### src/rtl/game_pkg.sv
// Shared arena-game constants and the projectile slot record.
package game_pkg;

  localparam int COORD_W_DEFAULT = 10;
  localparam int SCREEN_W        = 640;
  localparam int SCREEN_H        = 480;

  // One projectile: live flag, travel direction (1 = right) and top-left corner.
  typedef struct packed {
    logic                       valid;
    logic                       dir;
    logic [COORD_W_DEFAULT-1:0] x;
    logic [COORD_W_DEFAULT-1:0] y;
  } proj_slot_t;

endpackage

### src/rtl/projectile_pool_if.sv
// Bus between player/keycode logic, boss health logic, colour mapper and the projectile pool.
interface projectile_pool_if #(
  parameter int NUM_SLOTS = 4,
  parameter int COORD_W   = 10
);

  logic                 vs_in;
  logic                 enable;
  logic                 fire;
  logic [COORD_W-1:0]   fire_x;
  logic [COORD_W-1:0]   fire_y;
  logic                 fire_dir;
  logic [COORD_W-1:0]   target_x;
  logic [COORD_W-1:0]   target_y;
  logic [COORD_W-1:0]   target_s;
  logic [COORD_W-1:0]   DrawX;
  logic [COORD_W-1:0]   DrawY;
  logic                 is_bullet;
  logic [NUM_SLOTS-1:0] slot_valid;
  logic                 hit_pulse;
  logic [7:0]           hit_count;
  logic                 busy;

  // Game side: drives requests, target and pixel position, observes the pool.
  modport master (
    output vs_in, enable, fire, fire_x, fire_y, fire_dir,
    output target_x, target_y, target_s, DrawX, DrawY,
    input  is_bullet, slot_valid, hit_pulse, hit_count, busy
  );

  // Pool side.
  modport slave (
    input  vs_in, enable, fire, fire_x, fire_y, fire_dir,
    input  target_x, target_y, target_s, DrawX, DrawY,
    output is_bullet, slot_valid, hit_pulse, hit_count, busy
  );

endinterface

### src/rtl/box_overlap.sv
// Combinational overlap test between a square of edge a_s at (ax, ay) and a
// reference point (bx, by) widened by b_lo on the low side and b_hi on the high side.
// Written without subtraction so nothing underflows near the screen origin.
module box_overlap #(
  parameter int W = 10
) (
  input  logic [W-1:0] ax,
  input  logic [W-1:0] ay,
  input  logic [W-1:0] a_s,
  input  logic [W-1:0] bx,
  input  logic [W-1:0] by,
  input  logic [W-1:0] b_lo,
  input  logic [W-1:0] b_hi,
  output logic         hit
);

  // Two guard bits keep the three-term sums from wrapping.
  logic [W+1:0] ax_e, ay_e, as_e, bx_e, by_e, lo_e, hi_e;

  assign ax_e = {2'b00, ax};
  assign ay_e = {2'b00, ay};
  assign as_e = {2'b00, a_s};
  assign bx_e = {2'b00, bx};
  assign by_e = {2'b00, by};
  assign lo_e = {2'b00, b_lo};
  assign hi_e = {2'b00, b_hi};

  // Both axes must overlap.
  always_comb begin
    hit = (ax_e + as_e + lo_e > bx_e) && (ax_e < bx_e + hi_e) &&
          (ay_e + as_e + lo_e > by_e) && (ay_e < by_e + hi_e);
  end

endmodule

### src/rtl/projectile_pool.sv
// Pool of player projectiles: spawn with cooldown, per-frame move/retire/hit scan,
// and a registered per-pixel occupancy flag for the colour mapper.
module projectile_pool
  import game_pkg::*;
#(
  parameter int NUM_SLOTS = 4,
  parameter int COORD_W   = COORD_W_DEFAULT,
  parameter int SPEED     = 4,
  parameter int BULLET_S  = 4,
  parameter int SCREEN_W  = game_pkg::SCREEN_W,
  parameter int COOLDOWN  = 8
) (
  input logic              Clk,
  input logic              Reset,
  projectile_pool_if.slave bus
);

  localparam int IDX_W = (NUM_SLOTS > 1) ? $clog2(NUM_SLOTS) : 1;
  localparam int CD_W  = (COOLDOWN > 0) ? $clog2(COOLDOWN + 1) : 1;

  localparam logic [1:0] ST_IDLE  = 2'd0;
  localparam logic [1:0] ST_SCAN  = 2'd1;
  localparam logic [1:0] ST_SPAWN = 2'd2;

  localparam logic [IDX_W-1:0]   LAST_IDX = IDX_W'(NUM_SLOTS - 1);
  localparam logic [COORD_W-1:0] SPEED_C  = COORD_W'(SPEED);
  localparam logic [COORD_W-1:0] BULLET_C = COORD_W'(BULLET_S);
  localparam logic [COORD_W-1:0] ZERO_C   = '0;
  localparam logic [COORD_W-1:0] ONE_C    = COORD_W'(1);
  localparam logic [COORD_W+1:0] SPEED_E  = (COORD_W + 2)'(SPEED);
  localparam logic [COORD_W+1:0] SCREEN_E = (COORD_W + 2)'(SCREEN_W);

  logic [2:0]                       vs_sync_q, vs_sync_d;
  logic [1:0]                       state_q, state_d;
  logic [IDX_W-1:0]                 idx_q, idx_d;
  proj_slot_t [NUM_SLOTS-1:0]       slots_q, slots_d;
  logic [CD_W-1:0]                  cool_q, cool_d;
  logic                             fire_req_q, fire_req_d;
  logic [COORD_W-1:0]               fire_x_q, fire_x_d, fire_y_q, fire_y_d;
  logic                             fire_dir_q, fire_dir_d;
  logic                             hit_pulse_q, hit_pulse_d;
  logic [7:0]                       hit_count_q, hit_count_d;
  logic                             is_bullet_q, is_bullet_d;

  logic                             frame_tick;
  proj_slot_t                       cur;
  logic [COORD_W-1:0]               moved_x;
  logic                             at_edge;
  logic                             coll_hit;
  logic                             free_found;
  logic [IDX_W-1:0]                 free_idx;
  logic [NUM_SLOTS-1:0]             pix_hit;
  logic [NUM_SLOTS-1:0]             valid_vec;

  // vs_in crosses into Clk through two flops; the third flop gives the edge detector its history.
  assign vs_sync_d  = {vs_sync_q[1:0], bus.vs_in};
  assign frame_tick = vs_sync_q[1] & ~vs_sync_q[2];

  // The slot under the scan pointer, its candidate position and the screen-edge test.
  assign cur     = slots_q[idx_q];
  assign moved_x = cur.dir ? (cur.x + SPEED_C) : (cur.x - SPEED_C);
  assign at_edge = cur.dir ? ({2'b00, cur.x} + SPEED_E >= SCREEN_E) : (cur.x < SPEED_C);

  // Collision uses the target box expanded by target_s on both sides of its centre.
  box_overlap #(.W(COORD_W)) u_hit (
    .ax(moved_x), .ay(cur.y), .a_s(BULLET_C),
    .bx(bus.target_x), .by(bus.target_y),
    .b_lo(bus.target_s), .b_hi(bus.target_s),
    .hit(coll_hit)
  );

  // One point-in-square test per slot for the pixel query.
  generate
    for (genvar gi = 0; gi < NUM_SLOTS; gi++) begin : g_pix
      box_overlap #(.W(COORD_W)) u_pix (
        .ax(slots_q[gi].x), .ay(slots_q[gi].y), .a_s(BULLET_C),
        .bx(bus.DrawX), .by(bus.DrawY),
        .b_lo(ZERO_C), .b_hi(ONE_C),
        .hit(pix_hit[gi])
      );
      assign valid_vec[gi] = slots_q[gi].valid;
    end
  endgenerate

  // Lowest-index free slot for spawning.
  always_comb begin
    free_found = 1'b0;
    free_idx   = '0;
    for (int i = NUM_SLOTS - 1; i >= 0; i--) begin
      if (!slots_q[i].valid) begin
        free_found = 1'b1;
        free_idx   = IDX_W'(i);
      end
    end
  end

  // Fire latch, frame FSM, slot update, hit accounting and pixel flag.
  always_comb begin
    state_d     = state_q;
    idx_d       = idx_q;
    slots_d     = slots_q;
    cool_d      = cool_q;
    fire_req_d  = fire_req_q;
    fire_x_d    = fire_x_q;
    fire_y_d    = fire_y_q;
    fire_dir_d  = fire_dir_q;
    hit_pulse_d = 1'b0;
    hit_count_d = hit_count_q;
    is_bullet_d = |(valid_vec & pix_hit);

    // Coordinates are frozen at the first request cycle of the frame.
    if (bus.fire && bus.enable) begin
      fire_req_d = 1'b1;
      if (!fire_req_q) begin
        fire_x_d   = bus.fire_x;
        fire_y_d   = bus.fire_y;
        fire_dir_d = bus.fire_dir;
      end
    end

    case (state_q)
      ST_IDLE: begin
        if (frame_tick) begin
          state_d = ST_SCAN;
          idx_d   = '0;
        end
      end
      ST_SCAN: begin
        if (cur.valid) begin
          if (!bus.enable) begin
            slots_d[idx_q] = '0;
          end else if (at_edge) begin
            slots_d[idx_q].valid = 1'b0;
          end else if (coll_hit) begin
            slots_d[idx_q].valid = 1'b0;
            hit_pulse_d          = 1'b1;
            if (hit_count_q != 8'hFF) begin
              hit_count_d = hit_count_q + 8'd1;
            end
          end else begin
            slots_d[idx_q].x = moved_x;
          end
        end
        if (idx_q == LAST_IDX) begin
          state_d = ST_SPAWN;
        end else begin
          idx_d = idx_q + IDX_W'(1);
        end
      end
      ST_SPAWN: begin
        state_d    = ST_IDLE;
        fire_req_d = 1'b0;
        if (!bus.enable) begin
          cool_d = '0;
        end else if (cool_q != '0) begin
          cool_d = cool_q - CD_W'(1);
        end else if (fire_req_q && free_found) begin
          slots_d[free_idx].valid = 1'b1;
          slots_d[free_idx].dir   = fire_dir_q;
          slots_d[free_idx].x     = fire_x_q;
          slots_d[free_idx].y     = fire_y_q;
          cool_d                  = CD_W'(COOLDOWN);
        end
      end
      default: state_d = ST_IDLE;
    endcase
  end

  // State registers with asynchronous reset.
  always_ff @(posedge Clk or posedge Reset) begin
    if (Reset) begin
      vs_sync_q   <= '0;
      state_q     <= ST_IDLE;
      idx_q       <= '0;
      slots_q     <= '0;
      cool_q      <= '0;
      fire_req_q  <= 1'b0;
      fire_x_q    <= '0;
      fire_y_q    <= '0;
      fire_dir_q  <= 1'b0;
      hit_pulse_q <= 1'b0;
      hit_count_q <= '0;
      is_bullet_q <= 1'b0;
    end else begin
      vs_sync_q   <= vs_sync_d;
      state_q     <= state_d;
      idx_q       <= idx_d;
      slots_q     <= slots_d;
      cool_q      <= cool_d;
      fire_req_q  <= fire_req_d;
      fire_x_q    <= fire_x_d;
      fire_y_q    <= fire_y_d;
      fire_dir_q  <= fire_dir_d;
      hit_pulse_q <= hit_pulse_d;
      hit_count_q <= hit_count_d;
      is_bullet_q <= is_bullet_d;
    end
  end

  assign bus.is_bullet  = is_bullet_q;
  assign bus.slot_valid = valid_vec;
  assign bus.hit_pulse  = hit_pulse_q;
  assign bus.hit_count  = hit_count_q;
  assign bus.busy       = (state_q != ST_IDLE);

endmodule

### src/flat_wrapper.sv
// flat-port wrapper written by rule: the top's interface ports become plain ports
module projectile_pool_flat import game_pkg::*;
#(
  parameter int NUM_SLOTS = 4,
  parameter int COORD_W   = COORD_W_DEFAULT,
  parameter int SPEED     = 4,
  parameter int BULLET_S  = 4,
  parameter int SCREEN_W  = game_pkg::SCREEN_W,
  parameter int COOLDOWN  = 8
)
  (Clk, Reset, bus_vs_in, bus_enable, bus_fire, bus_fire_x, bus_fire_y, bus_fire_dir, bus_target_x, bus_target_y, bus_target_s, bus_DrawX, bus_DrawY, bus_is_bullet, bus_slot_valid, bus_hit_pulse, bus_hit_count, bus_busy);
  projectile_pool_if #(.NUM_SLOTS(NUM_SLOTS), .COORD_W(COORD_W)) bus_i ();
  input logic Clk;
  input logic Reset;
  input wire logic [$bits(bus_i.vs_in)-1:0] bus_vs_in;
  input wire logic [$bits(bus_i.enable)-1:0] bus_enable;
  input wire logic [$bits(bus_i.fire)-1:0] bus_fire;
  input wire logic [$bits(bus_i.fire_x)-1:0] bus_fire_x;
  input wire logic [$bits(bus_i.fire_y)-1:0] bus_fire_y;
  input wire logic [$bits(bus_i.fire_dir)-1:0] bus_fire_dir;
  input wire logic [$bits(bus_i.target_x)-1:0] bus_target_x;
  input wire logic [$bits(bus_i.target_y)-1:0] bus_target_y;
  input wire logic [$bits(bus_i.target_s)-1:0] bus_target_s;
  input wire logic [$bits(bus_i.DrawX)-1:0] bus_DrawX;
  input wire logic [$bits(bus_i.DrawY)-1:0] bus_DrawY;
  output wire logic [$bits(bus_i.is_bullet)-1:0] bus_is_bullet;
  output wire logic [$bits(bus_i.slot_valid)-1:0] bus_slot_valid;
  output wire logic [$bits(bus_i.hit_pulse)-1:0] bus_hit_pulse;
  output wire logic [$bits(bus_i.hit_count)-1:0] bus_hit_count;
  output wire logic [$bits(bus_i.busy)-1:0] bus_busy;
  assign bus_i.vs_in = bus_vs_in;
  assign bus_i.enable = bus_enable;
  assign bus_i.fire = bus_fire;
  assign bus_i.fire_x = bus_fire_x;
  assign bus_i.fire_y = bus_fire_y;
  assign bus_i.fire_dir = bus_fire_dir;
  assign bus_i.target_x = bus_target_x;
  assign bus_i.target_y = bus_target_y;
  assign bus_i.target_s = bus_target_s;
  assign bus_i.DrawX = bus_DrawX;
  assign bus_i.DrawY = bus_DrawY;
  assign bus_is_bullet = bus_i.is_bullet;
  assign bus_slot_valid = bus_i.slot_valid;
  assign bus_hit_pulse = bus_i.hit_pulse;
  assign bus_hit_count = bus_i.hit_count;
  assign bus_busy = bus_i.busy;
  projectile_pool #(.NUM_SLOTS(NUM_SLOTS), .COORD_W(COORD_W), .SPEED(SPEED), .BULLET_S(BULLET_S), .SCREEN_W(SCREEN_W), .COOLDOWN(COOLDOWN)) u_core (.Clk(Clk), .Reset(Reset), .bus(bus_i));
endmodule
### config.mk
export PLATFORM = sky130hd
export DESIGN_NAME = projectile_pool_flat
export DESIGN_NICKNAME = d
export VERILOG_FILES = /design/src/rtl/game_pkg.sv /design/src/rtl/projectile_pool_if.sv /design/src/rtl/box_overlap.sv /design/src/rtl/projectile_pool.sv /design/src/flat_wrapper.sv
export SDC_FILE = /design/constraint.sdc
export NUM_CORES = 1
export LEC_CHECK = 0
export CAP_MARGIN = 10
export CORE_MARGIN = 3
export CORE_UTILIZATION = 46
export DETAILED_ROUTE_END_ITERATION = 12
export DONT_BUFFER_PORTS = 1
export GPL_TIMING_DRIVEN = 1
export HOLD_SLACK_MARGIN = 0.1
export PLACE_DENSITY = 0.65
export RECOVER_POWER = 25
export SYNTH_ARGS = -nofsm -noshare
export SYNTH_HDL_FRONTEND = slang
export SYNTH_HIERARCHICAL = 1
export SYNTH_SLANG_ARGS = --single-unit
### constraint.sdc
create_clock -name Clk -period 13.3 [get_ports Clk]
set_input_delay 2.66 -clock Clk [delete_from_list [all_inputs] [get_ports Clk]]
set_output_delay 2.66 -clock Clk [all_outputs]
set_load 0.03 [all_outputs]
==> impl_metrics.json, run 1 <==
{
  "synth-edff-count": 0,
  "dp_cells": 3037,
  "clock_sinks": 131,
  "h-tree-depth": 4,
  "worstPathMaxFanout": 25,
  "reg2regPathDepth": 25,
  "setup_violations": 0,
  "ys_ff_latch": 131,
  "die_w_um": 218.8,
  "drtPass1Iterations": 7,
  "fin_ws_ns": 4.747,
  "yosysSeqAreaShare_pct": 15.73,
  "startpoint": "u_core/idx_q[1]",
  "design.core.area_um2": 44510,
  "setup_tns_ns": 0,
  "post_cts_buffers": 0,
  "final_util_pct": 51.62,
  "rr_endpoint": "u_core/slots_q[16]",
  "io_buffers": 0,
  "wl_per_cell_um": 19.14,
  "synth_flop_cell": "dfrtp_1",
  "seqPwrFrac_pct": 15.5,
  "combPwrFrac_pct": 74.9,
  "leakagePower_nw": 11.32,
  "avgViaCountPerCell": 5.781,
  "ctsHoldBuffers": 0,
  "synth_top_area_share_pct": 23.36,
  "report.final.slew_viol_count": 112,
  "antenna_found_initial": 2,
  "status": "finished with violations",
  "cts_max_path_buffers": 2,
  "synth.avg_cell_area_um2": 9.395,
  "fill_cells": 4131,
  "rows": 77,
  "r2r_slack_ns": 4.75,
  "power.share.clock_pct": 9.5,
  "hold_viol": 0,
  "switchingPower_mw": 2.443,
  "finalNonFillerCells": 3072,
  "grt_pass1_vias": 17560,
  "syn-cell-area_um2": 20840,
  "drive_gt1_share_pct": 4.966,
  "cts_tree": "built",
  "num_io_pins": 91,
  "synthTopCellsByCount": "ha_1 (389), inv_1 (218), a21oi_1 (132), dfrtp_1 (131), nor2_1 (124)",
  "die_h_um": 218.8,
  "grt_max_degree": 86,
  "via_count": 17760,
  "ys_top_cells_by_area": "ha_1 (23%), dfrtp_1 (16%), fa_1 (12%)",
  "max-vdd-ir-drop_v": 0.0002165,
  "synth_cell_types": 95,
  "cts.reportedPaths.clkPinSlew_ns": 0.07,
  "synthCells": 2218,
  "cap_violations": 2,
  "skew_ns": 0.01447,
  "die-area_um2": 47890,
  "crit_slowest_cell": "clkbuf_1",
  "yosysMostFrequentCell": "ha_1",
  "arrival_ns": 8.89,
  "start_util_pct": 46.82,
  "violations": "capacitance limit, slew limit",
  "required_ns": 13.64,
  "fin_crit_ns": 8.554,
  "drc": 0,
  "relSlewSlack_pct": -155.4,
  "endpoint": "u_core/slots_q[16]",
  "finalWirelength_um": 58810,
  "reg2reg_from": "u_core/idx_q[1]",
  "cp-end-kind": "flop",
  "gp_congestion": 0.9170,
  "p_int_mw": 2.277,
  "clock_latency_ns": 0.42,
  "cts_resized": 0,
  "switching_share_pct": 51.76,
  "dp_worst_setup_slack_ns": 5.220,
  "yosys.area.top_type": "ha_1",
  "whs_ns": 0.3749,
  "drt_iter0_drc": 1258,
  "tightestPinTransition_ns": 3.810,
  "hp-class": "reg -> reg",
  "cp_slowest_stage_delay_ns": 1.12,
  "grt_usage_pct": 24.66,
  "grt_overflow": 0,
  "async_reset_ff_share_pct": 100.0,
  "dp_hpwl_um": 47840,
  "antenna_left": 0,
  "rsz0062_at_grt": "false",
  "fmax_mhz": 116.9,
  "cts_buffers": 17,
  "finalNetCount": 3049,
  "critPathKind": "reg -> reg",
  "startpoint_type": "flop",
  "ys.warnings.count": 6,
  "root_buffer": "clkbuf_16",
  "fin_crit_sh_pct": 64.31,
  "power_per_cell_area_nw_per_um2": 205.5,
  "area_growth_pct": 10.26,
  "grt_pass1_wl_um": 93270
}
==> area by class of cell <==
cell class | instances | area (um^2) | share of cell area [%]
diodes | 3 | 7.507 | 0.03267
flip-flops and latches | 131 | 3278 | 14.27
repair buffers | 11 | 78.83 | 0.3431
inverters | 218 | 819.5 | 3.567
multi-input cells | 2085 | 17490 | 76.13
clock inverters | 15 | 135.1 | 0.5881
clock buffers | 17 | 425.4 | 1.852
well taps | 592 | 740.7 | 3.224
==> metal layers <==
metal | part of all wire [%] | GRT usage [%]
met5 | 0 | 0
met4 | 2.3 | 6.157
met1 | 45 | 33.31
met3 | 6.0 | 3.475
met2 | 47 | 41.74
==> state kept, by name (all words and copies together) (netlist names), 2 cells and up <==
name and count:
u_core/idx_q 2, u_core/fire_y_q 10, u_core/cool_q 4, u_core/bus.hit_count 8
u_core/vs_sync_q 3, u_core/bus.slot_valid 4, u_core/fire_x_q 10, u_core/slots_q 84
u_core/state_q 2
==> critical path, delay by kind of cell, from the launching register on <==
family / cells / cell delay [ns]
AO/OA/AOI/OAI: 8 / 0.98
XOR/XNOR: 2 / 0.91
adder cells (fa/ha/maj): 3 / 1.20
buffers and inverters: 2 / 1.30
flip-flops: 1 / 0.40
multiplexers: 1 / 0.58
AND/OR/NAND/NOR: 9 / 3.11
==> worst min-delay path by stage <==
stage                   startpoint                  end  slack [ns]  cells past startpoint
2_1_floorplan  u_core/vs_sync_q[0]  u_core/vs_sync_q[1]        0.33                      0
3_3_place_gp   u_core/vs_sync_q[1]  u_core/vs_sync_q[2]        0.36                      0
3_5_place_dp   u_core/vs_sync_q[0]  u_core/vs_sync_q[1]        0.36                      0
4_1_cts        u_core/vs_sync_q[0]  u_core/vs_sync_q[1]        0.38                      0
5_1_grt        u_core/vs_sync_q[0]  u_core/vs_sync_q[1]        0.39                      0
6_report       u_core/vs_sync_q[1]  u_core/vs_sync_q[2]        0.37                      0
==> stage by stage <==
| stage | area (um^2) | power, mW |
|---|---|---|
| 6_report | 22980 | 4.721 |
| 5_1_grt | 22970 | 5.205 |
| 4_1_cts | 22980 | 4.652 |
| 3_5_place_dp | 22420 | 4.175 |
| 3_3_place_gp | 22420 | 4.064 |
| 2_1_floorplan | 21800 | 3.364 |
==> power groups by stage <==
stage | combinational (mW) | sequential [mW] | clock [mW]
detailed placement | 3.44 | 0.735 | 0
CTS | 3.47 | 0.728 | 0.455
finish | 3.54 | 0.734 | 0.450
global placement | 3.33 | 0.731 | 0
floorplan | 2.74 | 0.621 | 0
global route | 3.98 | 0.748 | 0.478
==> cells by family after synthesis <==
kind of cell,after synthesis,synth area share (%)
simple gates,480,11.95
flops,131,15.73
compound gates,640,22.15
mux,50,4.071
other cells,2,0.03604
buf+inv,259,4.995
fa+ha+maj,509,34.88
xor+xnor,147,6.178
==> layout by cell type, fill, tap and decap left out, drive strengths merged, types with 52 or more instances in the layout <==
master,synthesis,routed
a21o,52,52
inv,218,227
nand2,69,69
dfrtp,131,131
nor2,124,124
xnor2,73,73
xor2,74,74
conb,2,259
a21oi,138,138
o21ai,99,99
a22o,55,55
ha,389,389
fa,120,120
Power figures use the tool's default switching activity.
==> run 2, diff against run 1 <==
clock period = 8.95 ns   (was 13.3 ns; I/O delays follow)
==> run 2 against run 1 <==
  * First-iteration DRC count decreased by 2.3%
  * Critical path type unchanged
  * Cell count hardly changed
  * Largest cell class unchanged
  * Sequential power grew 49%
  * Largest power group unchanged
  * Critical path depth fell by 1
  * The run still ends with capacitance limit, slew limit left
  * Sequential share of layout area about the same
  * Non-clock buffer count rose by 4
==> impl_metrics.json, run 2 (synthesized netlist as in run 1, its figures left out) <==
{
  "largest_register": "u_core/slots_q",
  "drc": 0,
  "holdPathStages": 0,
  "ctsHoldBuffers": 0,
  "arrival_ns": 7.83,
  "grt_overflow": 0,
  "cts.reportedPaths.clkPinSlew_ns": 0.07,
  "root_buffer": "clkbuf_16",
  "leakagePower_nw": 11.36,
  "crit_family": "simple AND/OR/NAND/NOR gates",
  "ff_latch_area_um2": 3278,
  "cts_resized": 0,
  "setup_tns_ns": 0,
  "path_buf_inv": 3,
  "power_per_cell_area_nw_per_um2": 308.6,
  "antenna_left": 0,
  "rows": 77,
  "num_io_pins": 91,
  "power.share.clock_pct": 9.9,
  "die-area_um2": 47890,
  "clock_latency_ns": 0.42,
  "clock_sinks": 131,
  "setup_violations": 0,
  "min_to": "u_core/vs_sync_q[1]",
  "die_w_um": 218.8,
  "violations": "capacitance limit, slew limit",
  "relSlewSlack_pct": -110.9,
  "dp_worst_setup_slack_ns": 1.656,
  "area_growth_pct": 10.54,
  "cts_buffers": 17,
  "dp_hpwl_um": 48480,
  "finalNonFillerCells": 3074,
  "cts_tree": "built",
  "hold_viol": 0,
  "tightestPinTransition_ns": 3.147,
  "largest_reg_flops": 84,
  "cap_violations": 1,
  "start_util_pct": 46.82,
  "reg2reg_from": "u_core/slots_q[78]",
  "cp-end-kind": "flop",
  "fill_cells": 4162,
  "required_ns": 9.28,
  "post_cts_buffers": 0,
  "design.core.area_um2": 44510,
  "report.final.slew_viol_count": 69,
  "via_count": 17760,
  "top_regs": "u_core/slots_q x84, u_core/fire_x_q x10, u_core/fire_y_q x10",
  "critPathKind": "reg -> reg",
  "grt_pass1_wl_um": 93710,
  "fmax_mhz": 133.4,
  "worstPathMaxFanout": 14,
  "max-vdd-ir-drop_v": 0.0003097,
  "grt_max_degree": 69,
  "io_buffers": 0,
  "crit_top_cell": "ha_1",
  "fin_ws_ns": 1.452,
  "switchingPower_mw": 3.648,
  "final_common_cell": "ha_1",
  "startpoint_type": "flop",
  "finalNetCount": 3053,
  "h-tree-depth": 4,
  "multiInputGateArea_um2": 17490,
  "cts_max_path_buffers": 2,
  "skew_ns": 0.01105,
  "gp_congestion": 0.9509,
  "hold_start": "u_core/vs_sync_q[0]",
  "cp_slowest_stage_delay_ns": 0.80,
  "rsz0062_at_grt": "false",
  "crit_chain": "mux4_1, inv_1, ha_1, inv_1, o41ai_1, xor2_1, fa_1, ha_1, or4_1, and2_1, xor2_1, ha_1, and4_1, nand3_1, o22ai_1, a31oi_1, o21ai_0, o221ai_1, nor4bb_1, buf_4, nor2b_1, and3_1, a32oi_1, o2bb2ai_1",
  "finalWirelength_um": 58600,
  "fin_crit_sh_pct": 83.78,
  "grt_pass1_vias": 17650,
  "die_h_um": 218.8,
  "combPwrFrac_pct": 74.8,
  "fin_crit_ns": 7.498,
  "drt_iter0_drc": 1229,
  "crit_slowest_cell": "nor2b_1",
  "antenna_found_initial": 4,
  "dp_cells": 3040,
  "avgViaCountPerCell": 5.776,
  "rr_endpoint": "u_core/slots_q[14]",
  "drtPass1Iterations": 6,
  "switching_share_pct": 51.31,
  "p_int_mw": 3.461,
  "hp-class": "reg -> reg",
  "layout_common_cells": "ha_1 (389), conb_1 (259), inv_1 (217), a21oi_1 (132), dfrtp_1 (131)",
  "drive_gt1_share_pct": 5.159,
  "reg2regPathDepth": 24,
  "wl_per_cell_um": 19.06,
  "status": "finished with violations",
  "seqPwrFrac_pct": 15.3,
  "r2r_slack_ns": 1.45,
  "grt_usage_pct": 24.67
}
==> run 2: changes by cell type in the layout (fill, tap and decap cells not counted), sizes merged <==
cell | before | now
buf | 10 | 14
clkinv | 1 | 3
clkinvlp | 5 | 3
diode | 3 | 1
bufinv | 0 | 1
inv | 227 | 226
==> run 2: power groups by stage <==
stage          combinational (mW)  sequential (mW)  clock [mW]
2_1_floorplan                4.08            0.923           0
3_3_place_gp                 5.02             1.09           0
3_5_place_dp                 5.17             1.09           0
4_1_cts                      5.21             1.08       0.712
5_1_grt                      5.98             1.11       0.737
6_report                     5.31             1.09       0.706
==> run 2: final cells by class <==
class / count / share of cell area [%]
antenna: 1 / 0.01086
clock buffer: 17 / 1.847
clock inverter: 15 / 0.7224
inverter: 218 / 3.558
multi-input combinational: 2085 / 75.93
sequential: 131 / 14.23
tap: 592 / 3.215
timing repair buffer: 15 / 0.4888
==> run 2: through the flow <==
| stage | utilization [%] | hold WS [ns] | total power [mW] | instance area (um^2) |
|---|---|---|---|---|
| 3_5_place_dp | 50.41 | 0.3393 | 6.263 | 22440 |
| 5_1_grt | 51.75 | 0.3580 | 7.831 | 23030 |
| 3_3_place_gp | 50.41 | 0.3330 | 6.107 | 22440 |
| 2_1_floorplan | - | 0.3312 | 4.999 | 21800 |
| 4_1_cts | 51.74 | 0.3541 | 7.000 | 23030 |
| 6_report | 51.75 | 0.3522 | 7.109 | 23040 |
==> run 2: worst max-delay path by stage <==
| stage | start | end | slack, ns | depth (start not counted) |
|---|---|---|---|---|
| 2_1_floorplan | u_core/idx_q[0] | u_core/bus.hit_count[1] | 2.39 | 24 |
| 3_3_place_gp | u_core/idx_q[0] | u_core/slots_q[14] | 1.75 | 25 |
| 3_5_place_dp | u_core/idx_q[0] | u_core/slots_q[14] | 1.66 | 25 |
| 4_1_cts | u_core/idx_q[0] | u_core/slots_q[14] | 1.62 | 25 |
| 5_1_grt | u_core/idx_q[0] | u_core/slots_q[10] | 1.02 | 25 |
| 6_report | u_core/slots_q[78] | u_core/slots_q[14] | 1.45 | 24 |
==> run 2: routing by layer <==
layer,track usage (%),routed length [um],vias to the layer above
li1,-,-,8486
met1,33.41,26470,8696
met2,41.74,27390,497
met3,3.531,3375,72
met4,5.919,1340,4
met5,0,24,-
==> run 3, diff against run 2 <==
PLACE_DENSITY = 0.67   (was 0.65)
clock period = 6.7 ns   (was 8.95 ns; I/O delays follow)
==> run 3 against run 2 <==
  * The run still ends with capacitance limit, slew limit left
  * Total power rose by 38%
  * Via count rose by 0.25%
  * Hold slack got worse by 0.0029 ns
  * Critical path type unchanged
  * Largest power group unchanged
==> impl_metrics.json, run 3 (synthesized netlist as in run 1, its figures left out) <==
{
  "fill_cells": 4158,
  "setup_violations": 0,
  "critPathKind": "reg -> reg",
  "design.core.area_um2": 44510,
  "tightestPinTransition_ns": 3.093,
  "io_buffers": 0,
  "arrival_ns": 6.70,
  "cap_violations": 1,
  "cts_tree": "built",
  "whs_ns": 0.3492,
  "wl_per_cell_um": 19.45,
  "finalNetCount": 3071,
  "cts.reportedPaths.clkPinSlew_ns": 0.06,
  "fin_crit_sh_pct": 94.96,
  "clock_latency_ns": 0.42,
  "dp_cells": 3059,
  "area_growth_pct": 11.22,
  "start_util_pct": 46.82,
  "place_area_um2": 22580,
  "fmax_mhz": 157.2,
  "grt_pass1_vias": 17860,
  "root_buffer": "clkbuf_16",
  "rows": 77,
  "antenna_left": 0,
  "num_io_pins": 91,
  "grt_overflow": 0,
  "required_ns": 7.04,
  "startpoint_type": "flop",
  "post_cts_buffers": 0,
  "reg2regPathDepth": 25,
  "grt_usage_pct": 25.03,
  "grt_pass1_wl_um": 94340,
  "die_h_um": 218.8,
  "die-area_um2": 47890,
  "largest_reg_flops": 84,
  "h-tree-depth": 4,
  "relSlewSlack_pct": -107.3,
  "leakagePower_nw": 11.43,
  "drtPass1Iterations": 5,
  "grt_max_degree": 68,
  "final_util_pct": 52.07,
  "gp_congestion": 0.9479,
  "status": "finished with violations",
  "clock_sinks": 131,
  "final_common_cell": "ha_1",
  "avgViaCountPerCell": 5.753,
  "cp-end-kind": "flop",
  "drt_iter0_drc": 1242,
  "rsz0062_at_grt": "false",
  "layout_common_cells": "ha_1 (389), conb_1 (259), inv_1 (217), a21oi_1 (132), dfrtp_1 (129)",
  "fin_crit_ns": 6.363,
  "fin_area_um2": 23180,
  "fin_total_pwr_mw": 9.782,
  "setup_tns_ns": 0,
  "hp-class": "reg -> reg",
  "violations": "capacitance limit, slew limit",
  "fin_ws_ns": 0.3375,
  "antenna_found_initial": 5,
  "finalWirelength_um": 60170,
  "max-vdd-ir-drop_v": 0.0005359,
  "drive_gt1_share_pct": 6.242,
  "largest_register": "u_core/slots_q",
  "cts_max_path_buffers": 2,
  "skew_ns": 0.01355,
  "worstPathMaxFanout": 6,
  "die_w_um": 218.8,
  "report.final.slew_viol_count": 68,
  "top_regs": "u_core/slots_q x84, u_core/fire_x_q x10, u_core/fire_y_q x10",
  "finalNonFillerCells": 3094,
  "via_count": 17800,
  "hold_viol": 0,
  "dp_worst_setup_slack_ns": 0.1001,
  "holdPathStages": 0,
  "cts_buffers": 17,
  "power_per_cell_area_nw_per_um2": 422.1,
  "dp_hpwl_um": 49400,
  "drc": 0
}
==> run 3: critical path, cell delays in order (launching register included) <==
cell and delay [ns]:
dfrtp_1 0.46, mux4_2 0.56, inv_1 0.11, ha_1 0.15
inv_1 0.06, or4_4 0.55, o32ai_1 0.28, xor2_1 0.28
fa_1 0.44, ha_1 0.38, a21oi_1 0.19, o21ai_0 0.13
xor2_1 0.17, ha_1 0.33, and4_1 0.21, nand3_1 0.08
o22ai_1 0.06, a31oi_1 0.14, o21ai_0 0.12, o221ai_1 0.09
nor4bb_1 0.31, buf_4 0.23, nand4_1 0.26, buf_4 0.27
nor4b_2 0.27, xor2_1 0.16
==> run 3: worst paths after layout <==
path / start / to / slack (ns)
setup / recovery: u_core/slots_q[34] / u_core/bus.hit_count[3] / 0.34
hold / removal: u_core/vs_sync_q[0] / u_core/vs_sync_q[1] / 0.35
setup reg to reg: u_core/slots_q[34] / u_core/bus.hit_count[3] / 0.34
hold reg to reg: u_core/vs_sync_q[0] / u_core/vs_sync_q[1] / 0.35
max in group asynchronous: Reset / u_core/slots_q[22] / 3.16
min in group asynchronous: Reset / u_core/cool_q[1] / 1.69
==> run 3: cell type report <==
class,count,area (um^2),area share [%]
diodes,3,7.507,0.03239
clock buffers,17,425.4,1.836
clock inverters,15,136.4,0.5885
inverters,218,819.5,3.536
multi-input cells,2085,17520,75.59
flip-flops and latches,131,3281,14.16
well taps,592,740.7,3.196
repair buffers,33,247.7,1.069
==> run 3: where the power goes <==
part	switching, mW	internal, mW	total, mW
combinational	4.19	3.25	7.44
sequential	0.453	0.996	1.45
clock	0.399	0.491	0.890
total	5.04	4.74	9.78
==> run 3: what timing repair did <==
item / in CTS / in global routing
resized for setup: 0 / 10
endpoints found under the setup margin: 0 / 47
hold buffers: 0 / 0
==> run 3: metal layers <==
metal  GRT usage [%]  vias up  wire length [um]
li1                -     8537                 -
met1           33.38     8561             26430
met2           41.36      597             27740
met3           4.666      101              4125
met4           7.669        4              1855
met5               0        -                16
